**config.mk**
```make
export PLATFORM = sky130hd
export DESIGN_NAME = apb_reg_slave
export DESIGN_NICKNAME = d
export VERILOG_FILES = /design/src/rtl/apb_pkg.sv /design/src/rtl/apb_reg_bank.sv /design/src/rtl/apb_reg_slave.sv
export SDC_FILE = /design/constraint.sdc
export NUM_CORES = 1
export LEC_CHECK = 0
export ABC_AREA = 1
export CORE_MARGIN = 8
export CORE_UTILIZATION = 40
export CTS_CLUSTER_SIZE = 12
export DETAILED_ROUTE_END_ITERATION = 8
export HOLD_SLACK_MARGIN = 0.15
export SETUP_SLACK_MARGIN = 0.2
export SLEW_MARGIN = 20
export SYNTH_ARGS = -nofsm -noshare
export SYNTH_HDL_FRONTEND = slang
export SYNTH_SLANG_ARGS = --single-unit
```
**constraint.sdc**
```tcl
create_clock -name pclk -period 4.32 [get_ports pclk]
set_input_delay 0.432 -clock pclk [delete_from_list [all_inputs] [get_ports pclk]]
set_output_delay 0.432 -clock pclk [all_outputs]
set_load 0.005 [all_outputs]
```
**src/rtl/apb_pkg.sv**
```systemverilog
// rtl/apb_pkg.sv - shared APB slave types and constants
package apb_pkg;
    localparam int APB_ADDR_W = 32;
    localparam int APB_DATA_W = 32;
    localparam logic [APB_DATA_W-1:0] APB_ID = 32'hA9B0_0001;

    typedef enum logic [1:0] {
        ST_IDLE,
        ST_SETUP,
        ST_WAIT,
        ST_DONE
    } apb_state_e;
endpackage

```
**src/rtl/apb_reg_bank.sv**
```systemverilog
// rtl/apb_reg_bank.sv - register array with one write port and one combinational read port
module apb_reg_bank
    import apb_pkg::*;
#(
    parameter int NUM_REGS = 16
) (
    input  logic                  clk,
    input  logic                  rst,
    input  logic                  wr_en,
    input  logic [29:0]           wr_idx,
    input  logic [APB_DATA_W-1:0] wr_data,
    input  logic [29:0]           rd_idx,
    output logic [APB_DATA_W-1:0] rd_data
);
    localparam int IDX_W = $clog2(NUM_REGS);

    logic [APB_DATA_W-1:0] regs [NUM_REGS];
    logic                  wr_hit;

    // Index 0 is the read-only ID word, so its storage slot is never written.
    assign wr_hit = wr_en && (wr_idx != '0) && (wr_idx < 30'(NUM_REGS));

    always_ff @(posedge clk) begin
        if (rst) begin
            for (int i = 0; i < NUM_REGS; i++) begin
                regs[i] <= '0;
            end
        end else if (wr_hit) begin
            regs[wr_idx[IDX_W-1:0]] <= wr_data;
        end
    end

    always_comb begin
        rd_data = '0;
        if (rd_idx == '0) begin
            rd_data = APB_ID;
        end else if (rd_idx < 30'(NUM_REGS)) begin
            rd_data = regs[rd_idx[IDX_W-1:0]];
        end
    end
endmodule

```
**src/rtl/apb_reg_slave.sv**
```systemverilog
// rtl/apb_reg_slave.sv - APB register slave with configurable wait states
module apb_reg_slave
    import apb_pkg::*;
#(
    parameter int                    NUM_REGS    = 16,
    parameter int                    WAIT_CYCLES = 1,
    parameter logic [APB_ADDR_W-1:0] BASE_ADDR   = 32'h0
) (
    input  logic                  pclk,
    input  logic                  prst,
    input  logic [APB_ADDR_W-1:0] paddr,
    input  logic                  psel,
    input  logic                  penable,
    input  logic                  pwrite,
    input  logic [APB_DATA_W-1:0] pwdata,
    output logic [APB_DATA_W-1:0] prdata,
    output logic                  pready
);
    apb_state_e            state_q, state_cur, state_d;
    logic [3:0]            cnt_q, cnt_d;
    logic [APB_ADDR_W-1:0] addr_q, addr_eff, offset_rd, offset_wr;
    logic [APB_DATA_W-1:0] wdata_q, rd_data, rdata_d;
    logic                  write_q, write_eff, setup, wr_en, pready_d;
    logic                  unused_low;

    // The setup cycle is observed while the register still reads IDLE, so the
    // SETUP decision is taken combinationally and costs no extra cycle.
    assign setup     = (state_q == ST_IDLE) && psel && !penable;
    assign state_cur = setup ? ST_SETUP : state_q;
    assign addr_eff  = setup ? paddr : addr_q;
    assign write_eff = setup ? pwrite : write_q;

    assign offset_rd  = addr_eff - BASE_ADDR;
    assign offset_wr  = addr_q - BASE_ADDR;
    assign unused_low = ^{offset_rd[1:0], offset_wr[1:0]};

    always_comb begin
        state_d  = state_cur;
        cnt_d    = cnt_q;
        wr_en    = 1'b0;
        case (state_cur)
            ST_IDLE: state_d = ST_IDLE;
            ST_SETUP: begin
                if (WAIT_CYCLES == 0) begin
                    state_d = ST_DONE;
                end else begin
                    state_d = ST_WAIT;
                    cnt_d   = 4'(WAIT_CYCLES - 1);
                end
            end
            ST_WAIT: begin
                if (!psel) begin
                    state_d = ST_IDLE;
                end else if (cnt_q == '0) begin
                    state_d = ST_DONE;
                end else begin
                    cnt_d = cnt_q - 4'd1;
                end
            end
            ST_DONE: begin
                state_d = ST_IDLE;
                wr_en   = psel && penable && write_q;
            end
            default: state_d = ST_IDLE;
        endcase
        pready_d = (state_d == ST_DONE);
        rdata_d  = (pready_d && !write_eff) ? rd_data : '0;
    end

    always_ff @(posedge pclk) begin
        if (prst) begin
            state_q <= ST_IDLE;
            cnt_q   <= '0;
            pready  <= 1'b0;
            prdata  <= '0;
            addr_q  <= '0;
            write_q <= 1'b0;
            wdata_q <= '0;
        end else begin
            state_q <= state_d;
            cnt_q   <= cnt_d;
            pready  <= pready_d;
            prdata  <= rdata_d;
            if (setup) begin
                addr_q  <= paddr;
                write_q <= pwrite;
                wdata_q <= pwdata;
            end
        end
    end

    apb_reg_bank #(
        .NUM_REGS(NUM_REGS)
    ) u_bank (
        .clk    (pclk),
        .rst    (prst),
        .wr_en  (wr_en),
        .wr_idx (offset_wr[31:2]),
        .wr_data(wdata_q),
        .rd_idx (offset_rd[31:2]),
        .rd_data(rd_data)
    );
endmodule

```
After elaboration in Yosys (flattened, before gate mapping)
Memories as Yosys holds them, arrays and structs flattened.
Cells that the tools add are included.
{"block": "totals", "ramBits": 512, "inputBits": 69, "regBits": 104, "mem_count": 1, "out_inout_bits": 33}
{"memory": "u_bank.regs", "depth": 16, "width": 32, "read_ports": 1, "rd_ports_with_merged_regs": 0, "write_ports": 16, "line_no": "apb_reg_bank.sv:17", "text": "logic [APB_DATA_W-1:0] regs [NUM_REGS];"}
{"block": "op_classes", "reduce_logical": 20, "magnitude_cmp": 2, "bitwise_logic": 2, "muxes": 20, "n_addsub": 1, "eq_ne": 6}
{"cell": "$mux 32", "n": 4}
{"cell": "$lt 30x5->1 const B", "n": 2}
{"cell": "$reduce_or 32->1", "n": 1}
{"cell": "$logic_not 30->1", "n": 1}
{"cell": "$reduce_bool 30->1", "n": 1}
{"cell": "$mux 4", "n": 3}
{"cell": "$mux 1", "n": 8}
{"cell": "$pmux 4 s2", "n": 1}
{"cell": "$logic_and 1x1->1", "n": 7}
{"cell": "$eq 2x2->1 const B", "n": 3}
{"cell": "$mux 2", "n": 3}
{"cell": "$pmux 2 s3", "n": 1}
{"cell": "$logic_not 2->1", "n": 2}
{"cell": "$logic_not 4->1", "n": 1}
{"cell": "$ne 2x2->1 const B", "n": 2}
{"cell": "$reduce_or 2->1", "n": 2}
{"cell": "$reduce_or 4->1", "n": 1}
{"cell": "$sub 4x1->4 const B", "n": 1}
{"cell": "$reduce_and 3->1", "n": 1}
{"cell": "$eq 2x1->1 const B", "n": 1}
{"cell": "$logic_not 1->1", "n": 2}
{"cell": "$not 1->1", "n": 2}
{"cell": "$reduce_bool 2->1", "n": 1}

Depth between registers and ports, before layout
{"block": "depth", "ltp_word": 13, "depth_mapped": 19}

Cells and area by module
Synthesis repeated with hierarchy kept, for this count alone.
{"block": "hier_totals", "hier_cells": 2867, "hier_area_um2": 27173.6}
{"module": "apb_reg_bank", "cells_each": 2412, "instances": 1, "area_each_um2": 23324.9, "seq_area_each_um2": 15374.7}
{"module": "apb_reg_slave", "cells_each": 455, "instances": 1, "area_each_um2": 3848.7, "seq_area_each_um2": 2042.0}

Worst setup path after synthesis
No wires, ideal clock.
{"block": "synth_timing", "path_kind": "in2reg", "from": "in psel", "to": "mem u_bank.regs[7][0], enable pin", "path_stages": 17, "arrival_time_ns": 2.875, "setup_slack_ns": 1.055, "path_cell_list": "inv_2 > nor2_8 > nand2_2 > buf_6 > inv_2 > nor2_1 > inv_1 > ha_1 > nand4_1 > nor3_1 > nand4_1 > nor2_1 > nand2_1 > nor2_1 > nand2_1 > clkbuf_1 > nand2_1"}
{"item": "from (decl)", "line_no": "apb_reg_slave.sv:12", "text": "input logic psel,"}
{"item": "to (decl)", "line_no": "apb_reg_bank.sv:17"}

==> metrics.cfg <==
[sta]
clock_skew_ns=0.0205
tightest_slew_ns=0.969
max_slew_margin=0.354
setup_tns_ns=0
fin_crit_ns=3.24
finalCritPeriodShare=0.750
fmax_mhz=309
final_hold_viol_count=0
rsz0062_at_grt=false
final_max_slew_viol_count=0
setup_viol=0

[global_routing]
grt_first_pass_wirelength_mm=114
first_global_vias=19000
grt_use_total=0.190
antenna_found_initial=0
overflow=0
grt_start_max_net_pins=99

[synthesis]
synth.area.mux_share=0
synth_top_area_frac=0.560
syn-cell-area_mm2=0.0274
synth_top_family_by_area=simple AND/OR/NAND/NOR gates
syn_inst=3026
yosysWarnings=0
yosysTopAreaCell=edfxtp_1
yosys.area_share.simple=0.251
synth_area_leaders=edfxtp_1, nand2_1, nor2_1
synth_xor_area_frac=0
yosys.area_share.adder=0.00228
ys_ff_latch=613
synth_compound_area_frac=0.0400
synth_seq_area_share=0.634
netlist-cell-type-count=32
syn_area_per_cell_um2=9.06

[routing]
initialDrtViolationCount=1892
vias_per_cell=4.94
wirelength_mm=74.6
dr.pass1.iters=6
drc=0
dr_total_vias=19900
routedWlPerCell_um=18.5
antenna_left=0

[die]
ios=102
die_y_um=278
start_util=0.402
num_rows=96
die_x_um=278
coreArea_mm2=0.0682
die_area_mm2=0.0772

[cts]
cts_buffers=67
clock_latency_ns=0.61
clock_path_buffers=3
cts_max_level=3
root_buffer=clkbuf_16
cts.clk_slew.worst_paths_ns=0.05
post_cts.repair.setup_buffers=0
tritoncts=done
cts_hold_buf=0
cts_resized=0
clock-sinks=613

[final_layout]
layout-drive-gt1-share=0.0686
final_cell_area_mm2=0.0318
seqCellArea_mm2=0.0174
nets=3172
multi_input_area_mm2=0.00822
diodes=0
fin_cells=4031
syn2layout_area_growth_pct=15.9
nFillCells=6441

[critical_path]
reg2regPathDepth=15
ff2ff_setup_slack_ns=1.18
worst-path-max-fanout=15
cp-endpoint=u_bank.regs[8][5]
required_ns=4.61
max_stage_delay_ns=0.57
crit_top_cell=nor2_1
critPathTopFamily=simple AND/OR/NAND/NOR gates
end_kind=flop
crit_start=psel
critPathLaunchType=input port
crit_buf_inv=5
worstSetupPathType=in -> reg
critPathSlowestCell=clkdlybuf4s50_1
worst-path-stages=17
arrival_ns=3.53
crit_chain=clkdlybuf4s50_1 -> inv_2 -> nor2_8 -> nand2_4 -> inv_2 -> nor2_1 -> inv_1 -> ha_1 -> nand4_1 -> nor3_1 -> nand4_1 -> nor2_1 -> nand2_1 -> nor2_1 -> nand2_1 -> nand2_2 -> buf_12
r2r_start=state_q[1]
reg2reg_to=u_bank.regs[8][5]

[place]
dpl-instance-area_mm2=0.0297
globalplace.congestion=0.793
dp_cells=3911
dp_hpwl_mm=44.5
portBuffers=99

[job]
maxCapViolCount=0

[power]
total_power_mw=15.3
vdd_drop_max_v=0.000298
p_per_area_mw_per_mm2=481
p_leak_nw=12.7

[min_path]
min-delay-path-class=in -> reg

[run_status]
status=finished clean

synth_stat cells:
master / count
nand2_1: 893
nor2_1: 586
edfxtp_1: 511
inv_1: 292
nand3_1: 189
clkbuf_1: 133
dfxtp_1: 102
o21ai_0: 74
a21oi_1: 60
buf_2: 43
o211ai_1: 28
nand3b_1: 26
o21ai_1: 16
buf_1: 11
a21oi_2: 10
buf_4: 8
nor3_1: 6
buf_6: 5
ha_1: 5
nand2_2: 5
nand4_1: 5
inv_2: 4
nor2_4: 3
nor4_1: 2
o21ai_4: 2
and2_1: 1
conb_1: 1
nand3_4: 1
nor2_2: 1
nor2_8: 1
o21ai_2: 1
o22ai_1: 1
stage by stage:
step | utilization | worst slack (ns) | hold WS [ns]
6_report | 0.466 | 1.08 | 0.468
5_1_grt | 0.466 | 0.967 | 0.477
4_1_cts | 0.466 | 1.16 | 0.434
3_5_place_dp | 0.435 | 0.530 | 0.455
3_3_place_gp | 0.435 | 0.543 | 0.456
2_1_floorplan | - | 1.06 | 0.426
registers in the layout, indices dropped and copies added (netlist names):
| signal | cells |
|---|---|
| pready | 1 |
| state_q | 2 |
| write_q | 1 |
| addr_q | 30 |
| wdata_q | 32 |
| u_bank.regs | 511 |
| prdata | 32 |
| cnt_q | 4 |
per-layer routing:
metal | up-vias | share of wire | routed length, um | GRT usage
met5 | - | 0 | 0 | 0
met4 | 0 | 0.022 | 1610 | 0.0580
met3 | 102 | 0.057 | 4230 | 0.0263
met2 | 567 | 0.47 | 35100 | 0.312
met1 | 9459 | 0.45 | 33600 | 0.260
li1 | 9778 | - | - | -
worst min-delay path, cell delays in order:
cell and delay [ns]:
clkdlybuf4s50_1 0.39, o21ai_0 0.15, a21oi_1 0.05
worst min-delay path by stage:
stage          cells past startpoint  slack, ns           to        from
2_1_floorplan                      1       0.43     cnt_q[0]    cnt_q[0]
3_3_place_gp                       1       0.46     cnt_q[0]    cnt_q[0]
3_5_place_dp                       1       0.45     cnt_q[0]    cnt_q[0]
4_1_cts                            3       0.43  wdata_q[22]  pwdata[22]
5_1_grt                            3       0.48  wdata_q[22]  pwdata[22]
6_report                           3       0.47  wdata_q[22]  pwdata[22]
layout by cell type, fill, tap and decap left out, drive strengths merged, types with 31 or more instances in the layout:
cell,n
buf,75
edfxtp,511
conb,31
o21ai,93
dfxtp,102
nor2,591
clkbuf,101
a21oi,70
nand2,898
nand3,190
inv,301
clkdlybuf4s50,98
logic make-up (layout without fill, tap and decap cells):
logic type	count (synthesis)	after routing
adders and majority gates	5	5
other	1	31
and+or+nand+nor	1719	1719
buffers and inverters	496	589
DFF	613	613
AOI/OAI and AO/OA	192	192
area by class of cell:
class,count,share of cell area
Inverter,296,0.0350
Timing Repair Buffer,173,0.0588
Clock inverter,19,0.00488
Clock buffer,101,0.0606
Tap cell,882,0.0347
Sequential cell,613,0.547
Multi-Input combinational cell,1947,0.259
power by group:
part	internal [mW]	switching, mW	leakage [nW]
Sequential	6.67	0.0867	6.09
Combinational	0.842	2.18	5.59
Clock	3.16	2.35	1.02
Total	10.7	4.61	12.7
(Power assumes the default switching activity.)
